File: src/rtl/e15_core_param.sv
// E15 core, parametrised: run/halt FSM, program load port,
// carry flag with jc/jnc/hlt, and a debug register read port.
module e15_core_param #(
  parameter int DATA_W = 8,
  parameter int REG_AW = 2,
  parameter int PC_W = 4,
  localparam int INSTR_W = 4 + 2 * REG_AW + DATA_W
) (
  input  logic               clk,
  input  logic               rst,
  input  logic               start,
  input  logic               prog_we,
  input  logic [PC_W-1:0]    prog_addr,
  input  logic [INSTR_W-1:0] prog_data,
  input  logic [REG_AW-1:0]  dbg_sel,
  output logic [DATA_W-1:0]  dbg_data,
  output logic [PC_W-1:0]    pc_out,
  output logic               zflag,
  output logic               cflag,
  output logic               running,
  output logic               halted
);

  localparam int NREG = 1 << REG_AW;
  localparam int DEPTH = 1 << PC_W;

  typedef enum logic [1:0] {
    IDLE,
    RUN,
    HALT
  } state_t;

  state_t state;

  logic [INSTR_W-1:0] mem [DEPTH];
  logic [DATA_W-1:0]  rf [NREG];
  logic [PC_W-1:0]    pc;
  logic               zf;
  logic               cf;

  logic [INSTR_W-1:0] instr;
  logic [3:0]         op;
  logic [REG_AW-1:0]  src;
  logic [REG_AW-1:0]  dst;
  logic [DATA_W-1:0]  imm;

  assign instr = mem[pc];
  assign op = instr[INSTR_W-1 -: 4];
  assign src = instr[DATA_W+REG_AW +: REG_AW];
  assign dst = instr[DATA_W +: REG_AW];
  assign imm = instr[DATA_W-1:0];

  logic isHlt;
  logic isBr;
  logic isMov;
  logic isMovi;
  logic isAlu;
  logic wb;

  assign isHlt = (op == 4'b0001);
  assign isBr = !op[3] && !isHlt && (op[2:1] != 2'b11);
  assign isMov = (op == 4'b1000);
  assign isMovi = (op == 4'b1001);
  assign isAlu = op[3] && (op[2:1] != 2'b00);
  // cmp/cmpi (11x) only touch the flags
  assign wb = isAlu && (op[2:1] != 2'b11);

  logic taken;

  always_comb begin
    taken = 1'b0;
    case (op[2:0])
      3'b000:  taken = 1'b1;
      3'b010:  taken = zf;
      3'b011:  taken = !zf;
      3'b100:  taken = cf;
      3'b101:  taken = !cf;
      default: taken = 1'b0;
    endcase
  end

  logic [DATA_W-1:0] opA;
  logic [DATA_W-1:0] opB;
  logic [DATA_W:0]   sum;
  logic [DATA_W-1:0] res;
  logic              carry;

  assign opA = op[0] ? imm : rf[src];
  assign opB = rf[dst];
  // subtract as B + ~A + 1 so carry reads as "no borrow"
  assign sum = op[2]
    ? {1'b0, opB} + {1'b0, ~opA} + (DATA_W+1)'(1)
    : {1'b0, opB} + {1'b0, opA};
  assign res = sum[DATA_W-1:0];
  assign carry = sum[DATA_W];

  logic [PC_W-1:0] pcInc;
  logic [PC_W-1:0] pcJmp;

  assign pcInc = pc + PC_W'(1);
  assign pcJmp = pc + imm[PC_W-1:0];

  always_ff @(posedge clk) begin
    if (prog_we && state != RUN) begin
      mem[prog_addr] <= prog_data;
    end
  end

  always_ff @(posedge clk or posedge rst) begin
    if (rst) begin
      state <= IDLE;
      pc <= '0;
      zf <= 1'b0;
      cf <= 1'b0;
      running <= 1'b0;
      halted <= 1'b0;
      for (int i = 0; i < NREG; i++) begin
        rf[i] <= '0;
      end
    end else begin
      unique case (state)
        IDLE, HALT: begin
          if (start) begin
            state <= RUN;
            pc <= '0;
            zf <= 1'b0;
            cf <= 1'b0;
            running <= 1'b1;
            halted <= 1'b0;
          end
        end
        RUN: begin
          unique case (1'b1)
            isHlt: begin
              state <= HALT;
              running <= 1'b0;
              halted <= 1'b1;
            end
            isBr: begin
              pc <= taken ? pcJmp : pcInc;
            end
            isMov: begin
              rf[dst] <= rf[src];
              pc <= pcInc;
            end
            isMovi: begin
              rf[dst] <= imm;
              pc <= pcInc;
            end
            isAlu: begin
              if (wb) begin
                rf[dst] <= res;
              end
              zf <= (res == '0);
              cf <= carry;
              pc <= pcInc;
            end
            default: begin
              pc <= pcInc;
            end
          endcase
        end
        default: begin
          state <= IDLE;
        end
      endcase
    end
  end

  assign dbg_data = rf[dbg_sel];
  assign pc_out = pc;
  assign zflag = zf;
  assign cflag = cf;

endmodule

File: config.mk
export PLATFORM = sky130hd
export DESIGN_NAME = e15_core_param
export DESIGN_NICKNAME = d
export VERILOG_FILES = /design/src/rtl/e15_core_param.sv
export SDC_FILE = /design/constraint.sdc
export NUM_CORES = 1
export LEC_CHECK = 0
export BUFFER_PORTS_ARGS = -buffer_cell sky130_fd_sc_hd__buf_2
export CAP_MARGIN = 20
export CELL_PAD_IN_SITES_DETAIL_PLACEMENT = 0
export CELL_PAD_IN_SITES_GLOBAL_PLACEMENT = 1
export CORE_ASPECT_RATIO = 0.7
export CORE_MARGIN = 10
export CORE_UTILIZATION = 57
export DETAILED_ROUTE_END_ITERATION = 6
export PLACE_DENSITY_LB_ADDON = 0.1
export RECOVER_POWER = 25
export SETUP_SLACK_MARGIN = 0.15
export SLEW_MARGIN = 25
export SYNTH_ARGS = -nofsm -noshare
export SYNTH_HDL_FRONTEND = slang
export SYNTH_SLANG_ARGS = --single-unit
File: constraint.sdc
create_clock -name clk -period 12.9 [get_ports clk]
set_input_delay 2.58 -clock clk [delete_from_list [all_inputs] [get_ports clk]]
set_output_delay 2.58 -clock clk [all_outputs]
set_load 0.05 [all_outputs]
* Word-level counts from Yosys, hierarchy flattened
Memory sizes are Yosys's and may differ from the RTL's.
Index checks and enable logic that the tools add are counted.
** Storage, ports and cells
- Bits in registers :: 42
- RAM bits :: 256
- Input port bits :: 26
- Output and inout port bits :: 16
- Word-level logic and storage cells :: 100
- Memories :: 1
** Operators by class
- Add/subtract/negate cells :: 5
- Order comparisons :: 4
- Eq/ne operators :: 16
- Mux-type cells :: 38
- Bitwise gates (word level) :: 4
- Reductions and logical operators :: 22
** Memories
- mem :: words 16, bits a word 16, rd ports 1, clocked after Yosys merged registers in 0, wr ports 1, line 35 : logic [INSTR_W-1:0] mem [DEPTH];
** Operator list (number)
- $bwmux 32 :: 3
- $pmux 32 s3 :: 1
- $mux 8 :: 8
- $bmux 8 s2 :: 3
- $mux 32 :: 1
- $add 8x8->9 :: 2
- $demux 8 s2 :: 1
- $pmux 4 s2 :: 2
- $reduce_and 3->1 :: 4
- $ne 2x2->1 const B :: 5
- $add 9x1->9 const B :: 1
- $ge 3x3->1 const B :: 3
- $mux 9 :: 1
- $not 2->3 :: 3
- $eq 4x4->1 const B :: 2
- $logic_not 8->1 :: 1
- $mux 1 :: 8
- $mux 4 :: 2
- $not 8->8 :: 1
- $pmux 1 s2 :: 4
- $eq 3x2->1 const B :: 2
- $eq 3x3->1 const B :: 2
- $logic_and 1x1->1 :: 6
- $pmux 1 s5 :: 1
- other kinds (16) :: 22

* Logic depth before layout (Yosys ltp)
Gate-level depths: netlist of run 1.
An unclocked memory read counts as a cell.
- Depth after elaboration :: 13
- Mapped depth :: 22
- Depth with buffers taken out :: 18

* Worst setup path after synthesis of run 1
Ideal clock, no wire load.
- Path type :: in2out
- From :: input port dbg_sel[0]
- To :: output port dbg_data[0]
- Data arrival time :: 3.724 ns
- Data required time :: 10.320 ns
- Path slack :: 6.596 ns
- Stages on the path :: 2
- Path buffers :: 1
- Path through :: clkbuf_1 > mux4_2
** On the way
- Longest elaborated chain between the ends :: 4
** Ends and longest elaborated chain
- start: declaration :: line 15 : input logic [REG_AW-1:0] dbg_sel,
- $not 2->3 (not written as such) :: line 170 : assign dbg_data = rf[dbg_sel];
- $bmux 8 s2 :: line 170
- $mux 8 (not written as such) (2 in a row) :: line 170
- end: declaration :: line 16 : output logic [DATA_W-1:0] dbg_data,
No other way between the ends. The select of a mux whose other input is x is not followed.

==> impl_metrics.ini, run 1 <==
[timing]
drv_slew = 0
period_needed_ns = 6.215
fin_crit_sh_pct = 48.18
tns_ns = 0
finalHoldViolations = 0
rsz0062_at_grt = no
fin_worst_skew_ns = 0.02233
slew_headroom_pct = 36.96
fmax_mhz = 160.9
worstMarginPinSlew_ns = 0.9456
setup_viol = 0

[drt]
drc_errors = 0
drtIter0Drc = 813
routed_via_density = 6.420
ant_nets = 0
wl_per_cell_um = 27.26
wl_um = 34000
route.vias.total = 8006
firstDrtPassIters = 5

[pwr]
power_density_nw_per_um2 = 287.0
fin_total_pwr_mw = 4.360
p_leak_nw = 5.498
vdd_ir_drop_max_mv = 0.1619

[clock_tree]
path_clk_slew_ns = 0.06
cts_tree = yes
cts_root_buffer = clkbuf_16
ctsHoldBuffers = 0
cts_buffer_depth = 3
cts_resized = 0
post_cts.repair.setup_buffers = 0
numCtsBuffers = 29
clock-sinks = 298
clk_latency_ns = 0.55
htreeDepth = 1

[floorplan]
die_w_um = 204.2
pin_count = 42
start_util_pct = 57.55
rows = 47
die-area_um2 = 30410
die_h_um = 148.9
core_area_um2 = 23520

[cells_and_area]
multiInputGateArea_um2 = 4538
antenna_cells = 0
nFillCells = 1648
drive_above_1_share_pct = 23.25
regArea_um2 = 8743
area_delta_synth_final_pct = 12.23
layout.nets = 958

[critical_path]
critical_path.max_stage_delay_ns = 0.64
worstPathArrival_ns = 6.70
crit_path_cell_trace = buf_4 > nand2_1 > o221ai_1 > o22ai_1 > nor2_2 > mux2i_1 > a21o_1 > ha_1 > a21o_1 > a211oi_1 > o21ai_0 > a221oi_1 > a21oi_1 > and3_1 > o31ai_1 > mux2_2
crit_path_frequent_cell = a21o_1
cp-start-kind = flip-flop
end_kind = flip-flop
crit_required_ns = 13.39
cp_num_buf_inv = 1
critPathKind = flip-flop to flip-flop
path_delay_family = compound AO/OA/AOI/OAI gates
path_max_fanout = 33
worst_path_max_delay_cell = o31ai_1

[placement]
gp_congestion = 0.9158
place_hpwl_um = 22100
io_buffers = 41

[run_status]
status = completed

[global_route]
grt_start_max_net_pins = 54
antenna_found_initial = 0
grt.overflow.total = 0
grt_pass1_wl_um = 50760
grt_pass1_vias = 7907
grtUsageTotal_pct = 22.43

[synth]
syn_area_per_cell_um2 = 15.96
synth_edf_count = 256
ys.flop_type = edfxtp_1
synth_nets = 899
synth_cells = 848
ys_seq_elements = 298
ys_warn_count = 0
async_reset_ff_share_pct = 14.09
synth.distinct_cells = 62
syn-cell-area_um2 = 13540
yosysSeqAreaShare_pct = 64.55

[min_path]
min_path_type = flip-flop to flip-flop

[job]
maxCapViolCount = 0
## per-stage QoR
| stage | setup slack [ns] | hold slack [ns] | std cells | instance area (µm²) | util [%] |
|---|---|---|---|---|---|
| finish | 6.685 | 0.4811 | 1247 | 15190 | 64.59 |
| global route | 6.422 | 0.5085 | 1247 | 15190 | 64.59 |
| CTS | 6.670 | 0.4863 | 1246 | 15200 | 64.62 |
| floorplan | 6.596 | 0.4633 | 848 | 13540 | - |
| detailed placement | 6.671 | 0.4712 | 1193 | 14150 | 60.18 |
| global placement | 6.689 | 0.4547 | 1193 | 14150 | 60.18 |
## cells by family (layout without fill, tap and decap cells)
family                     Yosys count  in the layout  synth area share (%)
muxes                              171            171                 17.23
and+or+nand+nor                    133            133                 4.695
buffers and inverters               63            144                 2.301
adders and majority gates           25             25                 2.477
xor gates and xnor gates             7              7                0.4529
AOI/OAI and AO/OA                  151            151                 8.300
DFF                                298            298                 64.55
## cell usage in the layout, fill, tap and decap left out, types with 10 or more instances in the layout
cell	synthesis	final
edfxtp_1	256	256
mux2i_1	86	86
nand2_1	44	44
mux4_2	43	43
dfrtp_1	42	40
mux2_2	31	31
clkbuf_16	0	29
buf_2	9	27
inv_1	24	24
a21oi_1	24	24
nor2_1	35	23
buf_4	3	23
ha_1	22	22
a221oi_1	19	19
clkbuf_1	16	18
nor2_2	4	16
o221ai_1	15	15
o21ai_0	15	15
a21o_1	11	11
nand3_1	10	10
## worst reg2reg max path: stages (launching register included)
cell	delay, ns
dfrtp_2	0.53
buf_4	0.53
nand2_1	0.54
o221ai_1	0.55
o22ai_1	0.21
nor2_2	0.48
mux2i_1	0.59
a21o_1	0.29
ha_1	0.27
a21o_1	0.21
a211oi_1	0.36
o21ai_0	0.15
a221oi_1	0.25
a21oi_1	0.08
and3_1	0.21
o31ai_1	0.64
mux2_2	0.28
## synth_stat cells (3+ instances only)
| cell | count | share of area, % |
|---|---|---|
| and2_1 | 4 | 0.18 |
| mux2_2 | 31 | 2.6 |
| a21oi_1 | 24 | 0.89 |
| mux2_1 | 3 | 0.25 |
| nor2_1 | 35 | 0.97 |
| o211ai_1 | 4 | 0.22 |
| buf_6 | 7 | 0.58 |
| a22oi_1 | 8 | 0.44 |
| mux2_4 | 8 | 0.89 |
| nor2_2 | 4 | 0.18 |
| a211oi_1 | 4 | 0.22 |
| mux4_2 | 43 | 7.2 |
| o31ai_1 | 4 | 0.22 |
| a211o_1 | 3 | 0.19 |
| a21o_1 | 11 | 0.61 |
| buf_2 | 9 | 0.33 |
| nand2b_1 | 7 | 0.32 |
| a221oi_1 | 19 | 1.2 |
| a31oi_1 | 9 | 0.42 |
| ha_1 | 22 | 2.0 |
| clkbuf_1 | 16 | 0.44 |
| nand2_1 | 44 | 1.2 |
| fa_1 | 3 | 0.44 |
| xnor2_1 | 5 | 0.32 |
| edfxtp_1 | 256 | 57 |
| or3_1 | 3 | 0.14 |
| nand3_1 | 10 | 0.37 |
| mux2i_1 | 86 | 6.4 |
| nand2_2 | 3 | 0.14 |
| nor3_1 | 7 | 0.26 |
| dfrtp_1 | 42 | 7.8 |
| inv_1 | 24 | 0.67 |
| o21bai_1 | 7 | 0.39 |
| nor2b_1 | 3 | 0.14 |
| o21ai_1 | 4 | 0.15 |
| buf_4 | 3 | 0.17 |
| o22ai_1 | 8 | 0.37 |
| o21ai_0 | 15 | 0.55 |
| and3_1 | 5 | 0.23 |
| o221ai_1 | 15 | 0.97 |
## final timing paths
check	from	slack (ns)	cells after the start	endpoint
worst max-delay path	pc_out[1]	6.68	16	flip-flop
worst min-delay path	halted	0.48	2	halted
worst max register to register	pc_out[1]	6.68	16	flip-flop
worst min register to register	halted	0.48	2	halted
max in group asynchronous	rst	10.31	3	pc_out[0]
min in group asynchronous	rst	2.17	3	cflag
## metal layers
layer / GRT usage (%) / share of wire (%)
met4: 4.688 / 1.7
met5: 0 / 0
met1: 32.77 / 45
met3: 5.838 / 9.1
met2: 33.32 / 45
## cell type report
cell class | instances | area share, %
flip-flops and latches | 298 | 57.55
multi-input cells | 487 | 29.87
clock buffers | 34 | 4.966
well taps | 318 | 2.619
repair buffers | 65 | 2.446
clock inverters | 19 | 1.911
inverters | 26 | 0.6423
## where the power goes
group | leakage (nW) | switching, mW | internal, mW
combinational | 2.17 | 1.39 | 0.826
sequential | 2.84 | 0.100 | 1.12
clock | 0.494 | 0.363 | 0.560
total | 5.50 | 1.85 | 2.51
(Power assumes the default switching activity.)
==> run 2: changes to the inputs <==
--- a/config.mk
+++ b/config.mk
@@ -11,7 +11,7 @@
 export CELL_PAD_IN_SITES_GLOBAL_PLACEMENT = 1
 export CORE_ASPECT_RATIO = 0.7
 export CORE_MARGIN = 10
-export CORE_UTILIZATION = 57
+export CORE_UTILIZATION = 48
 export DETAILED_ROUTE_END_ITERATION = 6
 export PLACE_DENSITY_LB_ADDON = 0.1
 export RECOVER_POWER = 25
==> constraint.sdc (replaced) <==
create_clock -name clk -period 5.5 [get_ports clk]
set_input_delay 1.1 -clock clk [delete_from_list [all_inputs] [get_ports clk]]
set_output_delay 1.1 -clock clk [all_outputs]
set_load 0.05 [all_outputs]
==> impl_metrics.ini, run 2 (same netlist as run 1, synthesis figures left out) <==
[run_status]
status = completed

[min_path]
min_path_type = flip-flop to flip-flop
holdPathStages = 2
min_to = running
hp-start = running

[timing]
slew_headroom_pct = 45.20
fin_crit_sh_pct = 91.28
setup_viol = 0
fin_worst_skew_ns = 0.01910
tns_ns = 0
rsz0062_at_grt = no
worstMarginPinSlew_ns = 0.8211
drv_slew = 0
finalHoldViolations = 0
fmax_mhz = 199.2
setup_slack_ns = 0.4794
period_needed_ns = 5.021

[pwr]
fin_total_pwr_mw = 10.04
power_density_nw_per_um2 = 658.3
switching_share_pct = 43.05
p_sw_mw = 4.323
vdd_ir_drop_max_mv = 0.3755
p_leak_nw = 5.526
intPower_mw = 5.718
p_comb_share_pct = 52.7
p_seq_share_pct = 28.5
p_clk_share_pct = 18.8

[clock_tree]
numCtsBuffers = 29
path_clk_slew_ns = 0.07
cts_root_buffer = clkbuf_16
cts_buffer_depth = 3
clock-sinks = 298
htreeDepth = 1
cts_tree = yes
clk_latency_ns = 0.55

[critical_path]
r2r_start = pc_out[1]
path_max_fanout = 16
worstPathArrival_ns = 5.46
cp-start-kind = flip-flop
cp_num_buf_inv = 1
critPathKind = flip-flop to flip-flop
crit_path_cell_trace = buf_4 > mux4_2 > a22oi_1 > nand2_4 > mux2i_1 > mux2i_1 > nor2_1 > a31oi_1 > ha_1 > fa_1 > a21oi_1 > o21bai_1 > a21oi_1 > o21ai_0 > mux2i_1 > xnor2_1 > o221ai_1 > mux2_2
crit_path_frequent_cell = mux2i_1
startpoint = pc_out[1]
worst_path_max_delay_cell = dfrtp_2
critical_path.max_stage_delay_ns = 0.59
path_delay_family = compound AO/OA/AOI/OAI gates
crit_required_ns = 5.94
end_kind = flip-flop
reg2reg_slack_ns = 0.48
r2r_cells = 18

[cells_and_area]
layout_common_cells = edfxtp_1 (256), mux2i_1 (86), nand2_1 (44)
drive_above_1_share_pct = 24.23
post-route-util_pct = 54.82
design_area_um2 = 15250
layout.nets = 974
nFillCells = 2236
final_common_cell = edfxtp_1
area_delta_synth_final_pct = 12.65

[placement]
place_ws_ns = 0.4285
placed_area_um2 = 14340
gp_congestion = 0.9108
io_buffers = 41
place_hpwl_um = 24580

[floorplan]
start_util_pct = 48.66
die_h_um = 160.5
core_area_um2 = 27820
rows = 51
die_w_um = 220.7
pin_count = 42
die-area_um2 = 35430

[global_route]
grt.overflow.total = 0
grtUsageTotal_pct = 20.62
grt_pass1_vias = 7998
antenna_found_initial = 1
grt_start_max_net_pins = 43
grt_pass1_wl_um = 53870

[drt]
drc_errors = 0
ant_nets = 0
firstDrtPassIters = 5
drtIter0Drc = 826
routed_via_density = 6.119
route.vias.total = 8059
wl_per_cell_um = 27.61
wl_um = 36360

[job]
maxCapViolCount = 0
run 2: repair_timing:
action,CTS,global route
resized for setup,0,2
hold buffers,0,0
endpoints found under the hold margin,0,0
setup buffers,0,1
endpoints found under the setup margin,0,8
run 2: power groups by stage:
stage                     sequential [mW]  combinational [mW]  clock (mW)
after floorplan                      2.84                3.75           0
after global placement               2.90                5.10           0
after detailed placement             2.92                5.15           0
after CTS                            2.87                5.19        1.93
after global routing                 2.87                5.74        2.02
final                                2.86                5.30        1.89
run 2: metal layers:
layer,vias to the layer above,GRT usage [%],share of wire (%)
met4,0,4.409,2.0
met3,52,3.547,7.2
met2,291,29.96,44
li1,3544,-,-
met5,-,0,0
met1,4172,31.65,47
run 2: final cells by class:
type / instances / area [µm²] / area share, %
Multi-Input combinational cell: 487 / 4543 / 29.79
Timing Repair Buffer: 81 / 504.2 / 3.306
Tap cell: 371 / 464.2 / 3.044
Clock inverter: 15 / 135.1 / 0.8860
Inverter: 26 / 97.59 / 0.6399
Sequential cell: 298 / 8745 / 57.34
Antenna cell: 1 / 2.502 / 0.01641
Clock buffer: 38 / 759.5 / 4.980
run 2: how the worst max path moves through the flow:
stage,endpoint,slack (ns),cells after the start
2_1_floorplan,flip-flop,0.70,19
3_3_place_gp,flip-flop,0.51,17
3_5_place_dp,flip-flop,0.43,17
4_1_cts,flip-flop,0.42,17
5_1_grt,flip-flop,0.17,15
6_report,flip-flop,0.48,18
run 2: worst min-delay path, delay by kind of cell, from the launching register on:
kind,cells,cell delay (ns)
AND/OR/NAND/NOR,2,0.11
flip-flops,1,0.33
run 2: per-stage QoR:
stage                     hold WS (ns)  cells
final                           0.4752   1317
after global routing            0.5043   1317
after CTS                       0.4732   1315
after detailed placement        0.4590   1262
after global placement          0.4603   1262
after floorplan                 0.4633    848
==> run 3: changes to the inputs <==
==> constraint.sdc (replaced) <==
create_clock -name clk -period 5.5 [get_ports clk]
set_input_delay 0.275 -clock clk [delete_from_list [all_inputs] [get_ports clk]]
set_output_delay 0.275 -clock clk [all_outputs]
set_load 0.05 [all_outputs]
==> impl_metrics.ini, run 3 (same netlist as run 1, synthesis figures left out) <==
[run_status]
status = completed

[clock_tree]
cts_root_buffer = clkbuf_16
clk_latency_ns = 0.56
cts_buffer_depth = 3
htreeDepth = 1
clock-sinks = 298
cts_tree = yes
numCtsBuffers = 29
path_clk_slew_ns = 0.07

[critical_path]
critical_path.max_stage_delay_ns = 0.59
end_kind = flip-flop
cp_num_buf_inv = 1
path_delay_family = compound AO/OA/AOI/OAI gates
crit_path_frequent_cell = mux2i_1
crit_path_cell_trace = buf_4 > mux4_2 > a22oi_1 > nand2_4 > mux2i_1 > mux2i_1 > nor2_1 > a31oi_1 > ha_1 > fa_1 > a21oi_1 > o21bai_1 > a21oi_1 > o21ai_0 > mux2i_1 > xnor2_1 > o221ai_1 > mux2_2
worstPathArrival_ns = 5.49
worst_path_max_delay_cell = dfrtp_2
path_max_fanout = 16
critPathKind = flip-flop to flip-flop
cp-start-kind = flip-flop
crit_required_ns = 5.94

[drt]
ant_nets = 0
wl_per_cell_um = 27.60
route.vias.total = 8100
drtIter0Drc = 880
wl_um = 36380
routed_via_density = 6.146
drc_errors = 0
firstDrtPassIters = 5

[timing]
worstMarginPinSlew_ns = 0.8301
drv_slew = 0
fin_worst_skew_ns = 0.02076
rsz0062_at_grt = no
fmax_mhz = 197.9
period_needed_ns = 5.054
fin_crit_sh_pct = 91.88
slew_headroom_pct = 44.60
setup_viol = 0
tns_ns = 0
whs_ns = 0.01896
finalHoldViolations = 0

[job]
maxCapViolCount = 0

[global_route]
grt_start_max_net_pins = 43
antenna_found_initial = 1
grt.overflow.total = 0
grtUsageTotal_pct = 20.62
grt_pass1_vias = 7998
grt_pass1_wl_um = 53870

[pwr]
vdd_ir_drop_max_mv = 0.3802
power_density_nw_per_um2 = 658.9
p_leak_nw = 5.530

[floorplan]
core_area_um2 = 27820
rows = 51
start_util_pct = 48.66
pin_count = 42
die_h_um = 160.5
die-area_um2 = 35430
die_w_um = 220.7

[cells_and_area]
nFillCells = 2236
final_common_cell = edfxtp_1
drive_above_1_share_pct = 24.21
layout_common_cells = edfxtp_1 (256), mux2i_1 (86), nand2_1 (44)
area_delta_synth_final_pct = 12.73
layout.nets = 975

[placement]
gp_congestion = 0.9108
io_buffers = 41
place_hpwl_um = 24580

[min_path]
min_path_type = input port to flip-flop
==> run 3: cell type report <==
class,instances,area (µm²),share of cell area [%]
clock buffers,38,759.5,4.977
diodes,1,2.502,0.01640
flip-flops and latches,298,8745,57.30
multi-input cells,487,4543,29.77
inverters,26,97.59,0.6395
well taps,371,464.2,3.042
clock inverters,15,135.1,0.8855
repair buffers,82,514.2,3.370
==> run 3: where the power goes <==
part	internal, mW	total, mW	switching (mW)
Combinational	2.02	5.31	3.29
Clock	1.07	1.89	0.821
Sequential	2.63	2.85	0.221
==> run 3: final timing paths <==
| path | start | end | slack, ns | cells after the start |
|---|---|---|---|---|
| min in group asynchronous | rst | pc_out[1] | 0.42 | 4 |
| worst min register to register | running | running | 0.48 | 2 |
| worst max register to register | pc_out[1] | flip-flop | 0.45 | 18 |
| max in group asynchronous | rst | pc_out[0] | 4.62 | 4 |
| worst min-delay path | start | state[1] | 0.02 | 3 |
| worst max-delay path | pc_out[1] | flip-flop | 0.45 | 18 |
==> run 3: metrics by stage <==
stage / utilization (%) / instance area (µm²) / total power, mW / setup slack (ns) / instances
5_1_grt: 54.85 / 15260 / 10.63 / 0.1691 / 1318
3_5_place_dp: 51.55 / 14340 / 8.070 / 0.4285 / 1262
3_3_place_gp: 51.55 / 14340 / 8.008 / 0.5114 / 1262
4_1_cts: 54.80 / 15250 / 9.990 / 0.4162 / 1316
6_report: 54.85 / 15260 / 10.06 / 0.4465 / 1318
2_1_floorplan: - / 13540 / 6.595 / 0.6983 / 848
==> run 3: tightest hold or removal path, cell delays in order <==
cell	delay, ns
buf_2	0.09
nand2b_1	0.08
o21ai_0	0.07
==> run 3: repair_timing <==
action                                  4_1_cts  5_1_grt
gates resized for setup                       0        2
hold buffers                                  1        0
endpoints found under the setup margin        0        8
buffers inserted                              0        1
endpoints found under the hold margin        42        0
==> run 3: metal layers <==
| layer | GRT usage, % | vias up | share of wire (%) |
|---|---|---|---|
| met1 | 31.65 | 4191 | 47 |
| li1 | - | 3549 | - |
| met2 | 29.96 | 314 | 44 |
| met4 | 4.409 | 0 | 1.9 |
| met3 | 3.547 | 46 | 7.0 |
| met5 | 0 | - | 0 |
